## config.mk

```make
export PLATFORM = sky130hd
export DESIGN_NAME = uop_and2_tester
export DESIGN_NICKNAME = d
export VERILOG_FILES = /design/src/rtl/uop_and2_tester.sv
export SDC_FILE = /design/constraint.sdc
export NUM_CORES = 1
export LEC_CHECK = 0
export BUFFER_PORTS_ARGS = -buffer_cell sky130_fd_sc_hd__buf_2
export CAP_MARGIN = 20
export CORE_MARGIN = 2
export CORE_UTILIZATION = 45
export CTS_CLUSTER_SIZE = 10
export DETAILED_ROUTE_END_ITERATION = 8
export GPL_TIMING_DRIVEN = 0
export PLACE_DENSITY = 0.67
export SLEW_MARGIN = 20
export SYNTH_ARGS = -nofsm -noshare
export SYNTH_HDL_FRONTEND = slang
export SYNTH_SLANG_ARGS = --single-unit
```

## constraint.sdc

```tcl
create_clock -name clk -period 3.2 [get_ports clk]
set_input_delay 0.16 -clock clk [delete_from_list [all_inputs] [get_ports clk]]
set_output_delay 0.16 -clock clk [all_outputs]
set_load 0.02 [all_outputs]
```

## src/rtl/uop_and2_tester.sv

```systemverilog
// Stimulus/response checker for a 2-input AND/NAND gate block.
// Sweeps {x,y} = 00..11, samples z/notz after a settle time, logs errors.
module uop_and2_tester #(
  parameter int SETTLE_CYCLES = 2,
  parameter int ERR_W         = 4
) (
  input  logic             clk,
  input  logic             reset,
  input  logic             start,
  input  logic             continuous,
  input  logic             z,
  input  logic             notz,
  output logic             x,
  output logic             y,
  output logic             busy,
  output logic             done,
  output logic             pass,
  output logic [ERR_W-1:0] err_count,
  output logic             fail_valid,
  output logic [1:0]       fail_vec
);

  localparam int CW = (SETTLE_CYCLES < 2) ? 1 : $clog2(SETTLE_CYCLES + 1);
  localparam logic [CW-1:0] CNT_LAST = CW'(SETTLE_CYCLES);

  typedef enum logic [1:0] {
    IDLE,
    SWEEP,
    FIN
  } state_t;

  state_t           state;
  logic [CW-1:0]    cnt;
  logic             exp_z;
  logic             mismatch;
  logic [ERR_W-1:0] err_next;

  always_comb begin
    exp_z    = x & y;
    mismatch = (z != exp_z) || (notz != ~exp_z);
    err_next = err_count;
    if (mismatch && (err_count != '1))
      err_next = err_count + ERR_W'(1);
  end

  always_ff @(posedge clk) begin
    if (reset) begin
      state      <= IDLE;
      cnt        <= '0;
      x          <= 1'b0;
      y          <= 1'b0;
      busy       <= 1'b0;
      done       <= 1'b0;
      pass       <= 1'b0;
      err_count  <= '0;
      fail_valid <= 1'b0;
      fail_vec   <= 2'b00;
    end else begin
      done <= 1'b0;
      unique case (state)
        IDLE: begin
          if (start) begin
            state      <= SWEEP;
            cnt        <= '0;
            {x, y}     <= 2'b00;
            busy       <= 1'b1;
            pass       <= 1'b0;
            err_count  <= '0;
            fail_valid <= 1'b0;
            fail_vec   <= 2'b00;
          end
        end
        SWEEP: begin
          if (cnt == CNT_LAST) begin
            cnt       <= '0;
            err_count <= err_next;
            if (mismatch && !fail_valid) begin
              fail_valid <= 1'b1;
              fail_vec   <= {x, y};
            end
            // last vector keeps driving 11 through the done cycle
            if ({x, y} == 2'b11) begin
              state <= FIN;
              done  <= 1'b1;
              pass  <= (err_next == '0);
            end else begin
              {x, y} <= {x, y} + 2'b01;
            end
          end else begin
            cnt <= cnt + CW'(1);
          end
        end
        FIN: begin
          cnt    <= '0;
          {x, y} <= 2'b00;
          if (continuous) begin
            state <= SWEEP;
          end else begin
            state <= IDLE;
            busy  <= 1'b0;
          end
        end
        default: state <= IDLE;
      endcase
    end
  end

endmodule
```

==> reports/results.ini, run 1 <==
[power_and_ir_drop]
powerDensity_nw_per_um2=325
total_power_mw=0.366
irDropWorstVdd_mv=0.248
power.leakage_nw=0.461

[worst_setup_path]
rrSetupSlack_ns=1.37
worst_path_largest_cell_delay_ns=0.45
crit_chain=ha_1, or3b_4, nand3_2, mux2_1, a41o_1
path_class=flip-flop to flip-flop
cp_top_family=simple AND/OR/NAND/NOR gates
cp_slowest_cell=or3b_4
cp_data_arrival_time_ns=2.03
worstPathRequired_ns=3.40
crit_fanout=5
end_kind=flip-flop
worst-path-buf-inv=0
start_kind=flip-flop

[global_route]
grt_pass1_vias=836
antenna_found_initial=0
grt_pass1_wl_um=3660
grt_max_degree=11
gr-total-overflow=0
grt_use_total=0.185

[placed_design]
place_area_um2=1100
hpwl_um=1580
dp_slack_ns=1.38
port_buffers=16
gp_congestion=0.840

[clock_network]
cts.sinks=16
cts_resized=0
clock_latency_ns=0.29
clockBufferDepth=2
clockRootBuffer=clkbuf_4
cts_max_level=1
cts_hold_buffers=0
clkTransAtPathRegs_ns=0.09
post_cts_buffers=0
numCtsBuffers=3
cts_tree=yes

[final_layout]
fillers=197
drive_gt1_frac=0.305
syn2layout_area_growth_pct=13.8
antenna-diode-count=0
fin_area_um2=1120
final_nets=138

[logic_synthesis]
ys_seq_elements=16
yosysTopAreaCellShare=0.324
synth-seq-area-share=0.324
synth_area_leader_cell=dfxtp_1
synth-edff-count=0
ys_top_cells_by_count=16 x dfxtp_1, 7 x a21oi_1, 7 x nand2_1, 7 x nor2_1, 5 x inv_1
syn_area_um2=988
yosysMostFrequentCell=dfxtp_1
syn_area_per_cell_um2=9.07
async_reset_ff_frac=0
syn_inst=109
yosysWarningCount=0
syn-num-nets=117
yosysUniqueCellTypes=48
synth-main-ff-cell=dfxtp_1
synth_area_leaders=dfxtp_1 32%, a21oi_1 3.5%, o41ai_1 3.5%

[worst_hold_path]
hp-class=input pin to flip-flop

[floorplan]
row_count=16
dieArea_um2=2590
die_y_um=50.9
start_util=0.489
die_w_um=50.9
io_pins=18
core-area_um2=2020

[route]
wl_um=2140
antenna_left=0
viasPerCell=5.89
drt_first_pass_iters=4
dr_total_vias=913
post-route-drc-count=0
wl_per_cell_um=13.8
drt_iter0_drc=16

[sta]
final-setup-viol-count=0
timing.setup.tns_ns=0
fin_crit_ns=1.83
max_slew_margin=0.672
finalCritPeriodShare=0.573
rsz0062_at_grt=false
finalHoldViolCount=0
max_freq_mhz=545
worst_pin_slew_ns=0.493
drv_slew=0
fin_ws_ns=1.37
skew_ns=0.00509

[run_status]
status=finished, final reports clean

[job]
maxCapViolCount=0

[power by group]
part / internal, mW / total (mW) / switching [mW]
clock network: 0.0439 / 0.106 / 0.0625
registers: 0.203 / 0.208 / 0.00411
logic: 0.0220 / 0.0522 / 0.0302
total: 0.269 / 0.366 / 0.0968
[state kept, by name (all words and copies together), names as in the netlist]
name,flops
x,1
state,2
fail_valid,1
err_count,4
done,1
cnt,2
pass,1
busy,1
y,1
fail_vec,2
[final cells by class]
cell class | count | area [µm²] | area share
Tap cell | 27 | 33.8 | 0.0300
Inverter | 5 | 18.8 | 0.0167
Clock buffer | 3 | 22.5 | 0.0200
Multi-Input combinational cell | 81 | 598 | 0.532
Sequential cell | 16 | 320 | 0.285
Timing Repair Buffer | 16 | 80.1 | 0.0712
Buffer | 7 | 51.3 | 0.0456
[metal layers]
layer | global-route usage | share of wire | up-vias
li1 | - | - | 464
met1 | 0.245 | 0.51 | 434
met2 | 0.296 | 0.45 | 13
met3 | 0.0468 | 0.033 | 2
met4 | 0.0541 | 0.0061 | 0
met5 | 0 | 0 | -
[worst register-to-register path, stage by stage (launching register included)]
cell and delay (ns):
dfxtp_1 0.35, ha_1 0.25, or3b_4 0.45, nand3_2 0.10, mux2_1 0.36, a41o_1 0.23
[cell families after synthesis]
family / after synthesis / synth area share
flops: 16 / 0.324
fa+ha+maj: 2 / 0.0253
simple gates: 44 / 0.309
buf+inv: 12 / 0.0709
mux: 2 / 0.0228
compound gates: 33 / 0.248
[final timing paths]
path              cells after the start       start     endpoint
setup / recovery                      5           y         pass
hold / removal                        3  continuous     state[0]
setup reg to reg                      5           y         pass
hold reg to reg                       2           y  fail_vec[0]
[metrics by stage]
step	hold WS (ns)	utilization	cells
6_report	0.148	0.556	155
3_5_place_dp	0.460	0.545	152
5_1_grt	0.146	0.556	155
4_1_cts	0.147	0.556	155
3_3_place_gp	0.452	0.545	152
2_1_floorplan	0.328	-	109
[cell usage in the layout, fill, tap and decap left out, types with 3 or more instances in the layout]
cell	netlist	routed
nor2_1	7	7
inv_1	5	5
o211ai_1	4	4
o41ai_1	4	4
clkbuf_4	0	3
nand3_1	3	3
nand4_1	4	4
a21oi_1	7	7
o21ai_0	4	4
buf_2	2	18
dfxtp_1	16	16
nand2_1	7	7
No activity file was read; power rests on OpenSTA's default activity.
==> run 2: changes to the inputs <==
Settings changed: PLACE_DENSITY 0.67 to 0.69.
Clock period 3.2 ns to 1.65 ns, I/O delays scaled along.
==> run 2 against run 1 <==
Via count up 2.8%. Count of clock-buffer cells in the layout up 1. Critical path depth unchanged. Fmax up 12%. Final area up 7.1%. Total power up 110%. Register-to-register slack worse by 1.4 ns. Worst setup slack worse by 1.4 ns. Final cell count up 2.6%. Core utilization up 4.0 points.
==> reports/results.ini, run 2 (synthesis results as in run 1) <==
[run_status]
status=finished, final reports clean  ; unchanged

[power_and_ir_drop]
total_power_mw=0.769  ; was 0.366 mW
power.leakage_nw=0.484  ; was 0.461 nW
powerDensity_nw_per_um2=638  ; was 325 nW/µm²
irDropWorstVdd_mv=0.586  ; was 0.248 mV

[worst_setup_path]
worstPathRequired_ns=1.84  ; was 3.40 ns
r2r-start=y  ; unchanged
start_kind=flip-flop  ; unchanged
rrSetupSlack_ns=0.01  ; was 1.37 ns
cp_data_arrival_time_ns=1.83  ; was 2.03 ns
r2r_end=pass  ; unchanged
r2r_cells=5  ; unchanged
path_class=flip-flop to flip-flop  ; unchanged
end_kind=flip-flop  ; unchanged
crit_fanout=5  ; unchanged

[final_layout]
final_cell_mix=18 x buf_2, 12 x dfxtp_1, 7 x a21oi_1, 7 x nand2_1, 7 x nor2_1  ; was 18 x buf_2, 16 x dfxtp_1, 7 x a21oi_1, 7 x nand2_1, 7 x nor2_1
drive_gt1_frac=0.386  ; was 0.305
largest_reg_flops=4  ; unchanged
syn2layout_area_growth_pct=21.9  ; was 13.8%
fin_area_um2=1200  ; was 1120 µm²
final_common_cell=buf_2  ; unchanged
final_nets=141  ; was 138
antenna-diode-count=0  ; unchanged
regMostFlops=err_count  ; unchanged

[route]
wl_um=2290  ; was 2140 µm
drt_first_pass_iters=4  ; unchanged
met3_length_um=128  ; was 70 µm
wl_met1_um=1070  ; was 1090 µm
post-route-drc-count=0  ; unchanged
antenna_left=0  ; unchanged
wl_per_cell_um=14.4  ; was 13.8 µm
wl_met2_um=1090  ; was 966 µm
highest_layer=met3  ; was met4
drt_iter0_drc=19  ; was 16
dr_total_vias=939  ; was 913
viasPerCell=5.91  ; was 5.89

[sta]
timing.setup.tns_ns=0  ; unchanged
worst_pin_slew_ns=0.502  ; was 0.493 ns
finalHoldViolCount=0  ; unchanged
max_slew_margin=0.666  ; was 0.672
fin_crit_ns=1.64  ; was 1.83 ns
final-setup-viol-count=0  ; unchanged
skew_ns=0.00109  ; was 0.00509 ns
finalCritPeriodShare=0.993  ; was 0.573
max_freq_mhz=610  ; was 545 MHz
drv_slew=0  ; unchanged
rsz0062_at_grt=true  ; was false

[floorplan]
start_util=0.489  ; unchanged
dieArea_um2=2590  ; unchanged
core-area_um2=2020  ; unchanged
die_w_um=50.9  ; unchanged
row_count=16  ; unchanged
die_y_um=50.9  ; unchanged
io_pins=18  ; unchanged

[global_route]
grt_max_degree=11  ; unchanged
grt_use_total=0.198  ; was 0.185
gr-total-overflow=0  ; unchanged
antenna_found_initial=0  ; unchanged
grt_pass1_wl_um=3950  ; was 3660 µm
grt_pass1_vias=885  ; was 836

[placed_design]
gp_congestion=0.847  ; was 0.840
port_buffers=16  ; unchanged
hpwl_um=1640  ; was 1580 µm
place_area_um2=1120  ; was 1100 µm²

[clock_network]
cts_tree=yes  ; unchanged
clock_latency_ns=0.29  ; about the same
clkTransAtPathRegs_ns=0.10  ; was 0.09 ns
clockBufferDepth=2  ; unchanged
cts.sinks=16  ; unchanged
cts_max_level=1  ; unchanged
cts_hold_buffers=0  ; unchanged
numCtsBuffers=3  ; unchanged
clockRootBuffer=clkbuf_4  ; unchanged

[worst_hold_path]
min_to=state[0]  ; unchanged
min-delay-start=continuous  ; unchanged
hp-class=input pin to flip-flop  ; unchanged
min_path_cells=3  ; unchanged

[job]
maxCapViolCount=0  ; unchanged

-- run 2: cell types whose count changed in the layout (fill, tap and decap cells not counted), moves of 2 or more --
| cell | previous run | this run |
|---|---|---|
| dfxtp_1 | 16 | 12 |
| dfxtp_4 | 0 | 2 |
| ha_1 | 2 | 0 |
| buf_4 | 1 | 4 |
| dfxtp_2 | 0 | 2 |
-- run 2: critical path: stages, from the launching register on --
cell	delay (ns)
dfxtp_4	0.37
ha_4	0.17
or3b_4	0.42
nand3_4	0.08
mux2_4	0.31
a41o_1	0.20
-- run 2: what timing repair did --
action	4_1_cts	5_1_grt
endpoints found under the setup margin	1	5
hold endpoints to repair	0	0
setup buffers	3	0
pin swaps	3	2
resized for setup	2	3
-- run 2: layout make-up --
cell class	count	area, µm²
buffer	7	51.3
tap	27	33.8
sequential	16	330
inverter	5	18.8
multi-input combinational	81	632
clock buffer	4	36.3
timing repair buffer	19	103
fill	193	817
-- run 2: worst max path at each step --
stage,start,to,slack [ns],depth (start not counted)
CTS,x,pass,-0.01,5
global route,y,pass,-0.03,5
floorplan,y,pass,0.01,5
finish,y,pass,0.01,5
global placement,y,pass,-0.02,5
detailed placement,y,pass,-0.03,5
-- run 2: power by group --
part	total, mW	switching [mW]	internal (mW)
sequential	0.399	0.00740	0.391
clock	0.262	0.128	0.134
combinational	0.108	0.0615	0.0462
total	0.769	0.197	0.572
-- run 2: metal layers --
metal / up-vias / track usage
met5: - / 0
met4: 0 / 0.0315
met3: 0 / 0.0556
met2: 24 / 0.325
met1: 446 / 0.266
li1: 469 / -
-- run 2: stage by stage --
stage | util | hold slack (ns) | setup slack, ns | cells
after floorplan | - | 0.251 | 0.0127 | 109
after global placement | 0.556 | 0.371 | -0.0231 | 152
after detailed placement | 0.556 | 0.381 | -0.0263 | 152
after CTS | 0.590 | 0.0630 | -0.0126 | 159
after global routing | 0.596 | 0.0851 | -0.0264 | 159
final | 0.596 | 0.0714 | 0.0114 | 159
==> run 3: changes to the inputs <==
Settings changed: CORE_MARGIN 2 to unset, SLEW_MARGIN 20 to 15, TNS_END_PERCENT set to 50.
==> run 3 against run 2 <==
Wire length down 0.96%. Combinational power about the same. Global-route usage up 1.6 points. Non-clock buffer count unchanged. Register-to-register slack about the same. Critical path depth unchanged. Fmax up 0.48%. Core utilization unchanged. Via count up 1.2%. Final cell count unchanged. First-iteration DRC count down 32%. Critical path type unchanged. Largest cell class unchanged.
==> reports/results.ini, run 3 (synthesis results as in run 1) <==
[sta]
finalHoldViolCount=0  ; unchanged
fin_crit_ns=1.63  ; was 1.64 ns
max_slew_margin=0.653  ; was 0.666
drv_slew=0  ; unchanged
final-setup-viol-count=0  ; unchanged
skew_ns=0.00438  ; was 0.00109 ns
rsz0062_at_grt=true  ; unchanged
worst_pin_slew_ns=0.520  ; was 0.502 ns
finalCritPeriodShare=0.988  ; was 0.993
max_freq_mhz=613  ; was 610 MHz
timing.setup.tns_ns=0  ; unchanged

[route]
post-route-drc-count=0  ; unchanged
viasPerCell=5.97  ; was 5.91
wl_um=2270  ; was 2290 µm
dr_total_vias=950  ; was 939
wl_per_cell_um=14.2  ; was 14.4 µm
antenna_left=0  ; unchanged
drt_first_pass_iters=4  ; unchanged
drt_iter0_drc=13  ; was 19

[global_route]
antenna_found_initial=0  ; unchanged
grt_max_degree=11  ; unchanged
grt_use_total=0.214  ; was 0.198
grt_pass1_vias=917  ; was 885
gr-total-overflow=0  ; unchanged
grt_pass1_wl_um=4020  ; was 3950 µm

[clock_network]
clock_latency_ns=0.29  ; about the same
cts_hold_buffers=0  ; unchanged
cts.sinks=16  ; unchanged
clkTransAtPathRegs_ns=0.10  ; about the same
clockRootBuffer=clkbuf_4  ; unchanged
numCtsBuffers=3  ; unchanged
cts_max_level=1  ; unchanged
cts_tree=yes  ; unchanged
clockBufferDepth=2  ; unchanged

[final_layout]
final_nets=141  ; unchanged
final_cell_mix=18 x buf_2, 12 x dfxtp_1, 7 x a21oi_1, 7 x nand2_1, 7 x nor2_1  ; unchanged
largest_reg_flops=4  ; unchanged
final_common_cell=buf_2  ; unchanged
final-instance-count-excl-fill=159  ; unchanged
regMostFlops=err_count  ; unchanged
antenna-diode-count=0  ; unchanged
drive_gt1_frac=0.386  ; unchanged
syn2layout_area_growth_pct=21.9  ; unchanged

[placed_design]
gp_congestion=0.797  ; was 0.847
port_buffers=16  ; unchanged
hpwl_um=1620  ; was 1640 µm
dp_cells=152  ; unchanged

[worst_setup_path]
cp_data_arrival_time_ns=1.83  ; about the same
worst_path_largest_cell_delay_ns=0.41  ; was 0.42 ns
path_class=flip-flop to flip-flop  ; unchanged
cp_top_family=simple AND/OR/NAND/NOR gates  ; unchanged
cp_slowest_cell=or3b_4  ; unchanged
crit_fanout=5  ; unchanged
end_kind=flip-flop  ; unchanged
worst-path-buf-inv=0  ; unchanged
worstPathRequired_ns=1.85  ; was 1.84 ns
crit_chain=ha_4, or3b_4, nand3_4, mux2_4, a41o_1  ; unchanged
start_kind=flip-flop  ; unchanged

[power_and_ir_drop]
irDropWorstVdd_mv=0.533  ; was 0.586 mV
power.leakage_nw=0.484  ; unchanged
power_frac_comb=0.139  ; was 0.140
seqPwrFrac=0.516  ; was 0.519
p_int_mw=0.572  ; about the same
p_clk_frac=0.346  ; was 0.341
switching_share=0.261  ; was 0.256
powerDensity_nw_per_um2=642  ; was 638 nW/µm²
p_sw_mw=0.202  ; was 0.197 mW

[floorplan]
die_y_um=48.9  ; was 50.9 µm
core-area_um2=2020  ; unchanged
row_count=16  ; unchanged
die_w_um=48.9  ; was 50.9 µm
dieArea_um2=2390  ; was 2590 µm²
start_util=0.489  ; unchanged
io_pins=18  ; unchanged

[worst_hold_path]
hp-class=input pin to flip-flop  ; unchanged

[job]
maxCapViolCount=0  ; unchanged

[run_status]
status=finished, final reports clean  ; unchanged

run 3: per-stage QoR:
step                      instance area [µm²]   util  setup slack [ns]  power (mW)  hold slack, ns
after floorplan                          1010      -            0.0127       0.484           0.251
after global placement                   1120  0.556           -0.0219       0.511           0.371
after detailed placement                 1120  0.556           -0.0200       0.513           0.377
after CTS                                1190  0.590          -0.00147       0.780          0.0563
after global routing                     1200  0.596           -0.0269       0.809          0.0702
final                                    1200  0.596            0.0192       0.774          0.0624
run 3: worst paths after layout:
path | start | endpoint | slack (ns) | cells past startpoint
max | x | pass | 0.02 | 5
min reg2reg | busy | busy | 0.50 | 2
max reg2reg | x | pass | 0.02 | 5
min | reset | done | 0.06 | 2
run 3: cell type report:
cell class / count / area [µm²]
Tap cell: 27 / 33.8
Sequential cell: 16 / 330
Clock buffer: 4 / 36.3
Timing Repair Buffer: 19 / 103
Buffer: 7 / 51.3
Inverter: 5 / 18.8
Fill cell: 203 / 817
Multi-Input combinational cell: 81 / 632
run 3: power groups by stage:
| stage | combinational [mW] | sequential [mW] | clock [mW] |
|---|---|---|---|
| 6_report | 0.107 | 0.399 | 0.268 |
| 5_1_grt | 0.119 | 0.401 | 0.290 |
| 4_1_cts | 0.107 | 0.399 | 0.274 |
| 3_5_place_dp | 0.103 | 0.410 | 0 |
| 3_3_place_gp | 0.102 | 0.409 | 0 |
| 2_1_floorplan | 0.0712 | 0.413 | 0 |
run 3: worst reg2reg max path: stages (launching register included):
cell	delay, ns
dfxtp_4	0.37
ha_4	0.17
or3b_4	0.42
nand3_4	0.08
mux2_4	0.31
a41o_1	0.20
run 3: per-layer routing:
layer,track usage,up-vias,wire [µm],share of wire
met1,0.267,461,1080,0.48
met3,0.0561,2,91,0.040
li1,-,469,-,-
met5,0,-,0,0
met2,0.373,18,1080,0.48
met4,0.0343,0,8,0.0035
run 3: what timing repair did:
action | in CTS | in global routing
pin swaps | 3 | 2
gates resized for setup | 2 | 3
gates cloned | 0 | 0
setup endpoints to repair | 1 | 4
setup buffers | 3 | 0
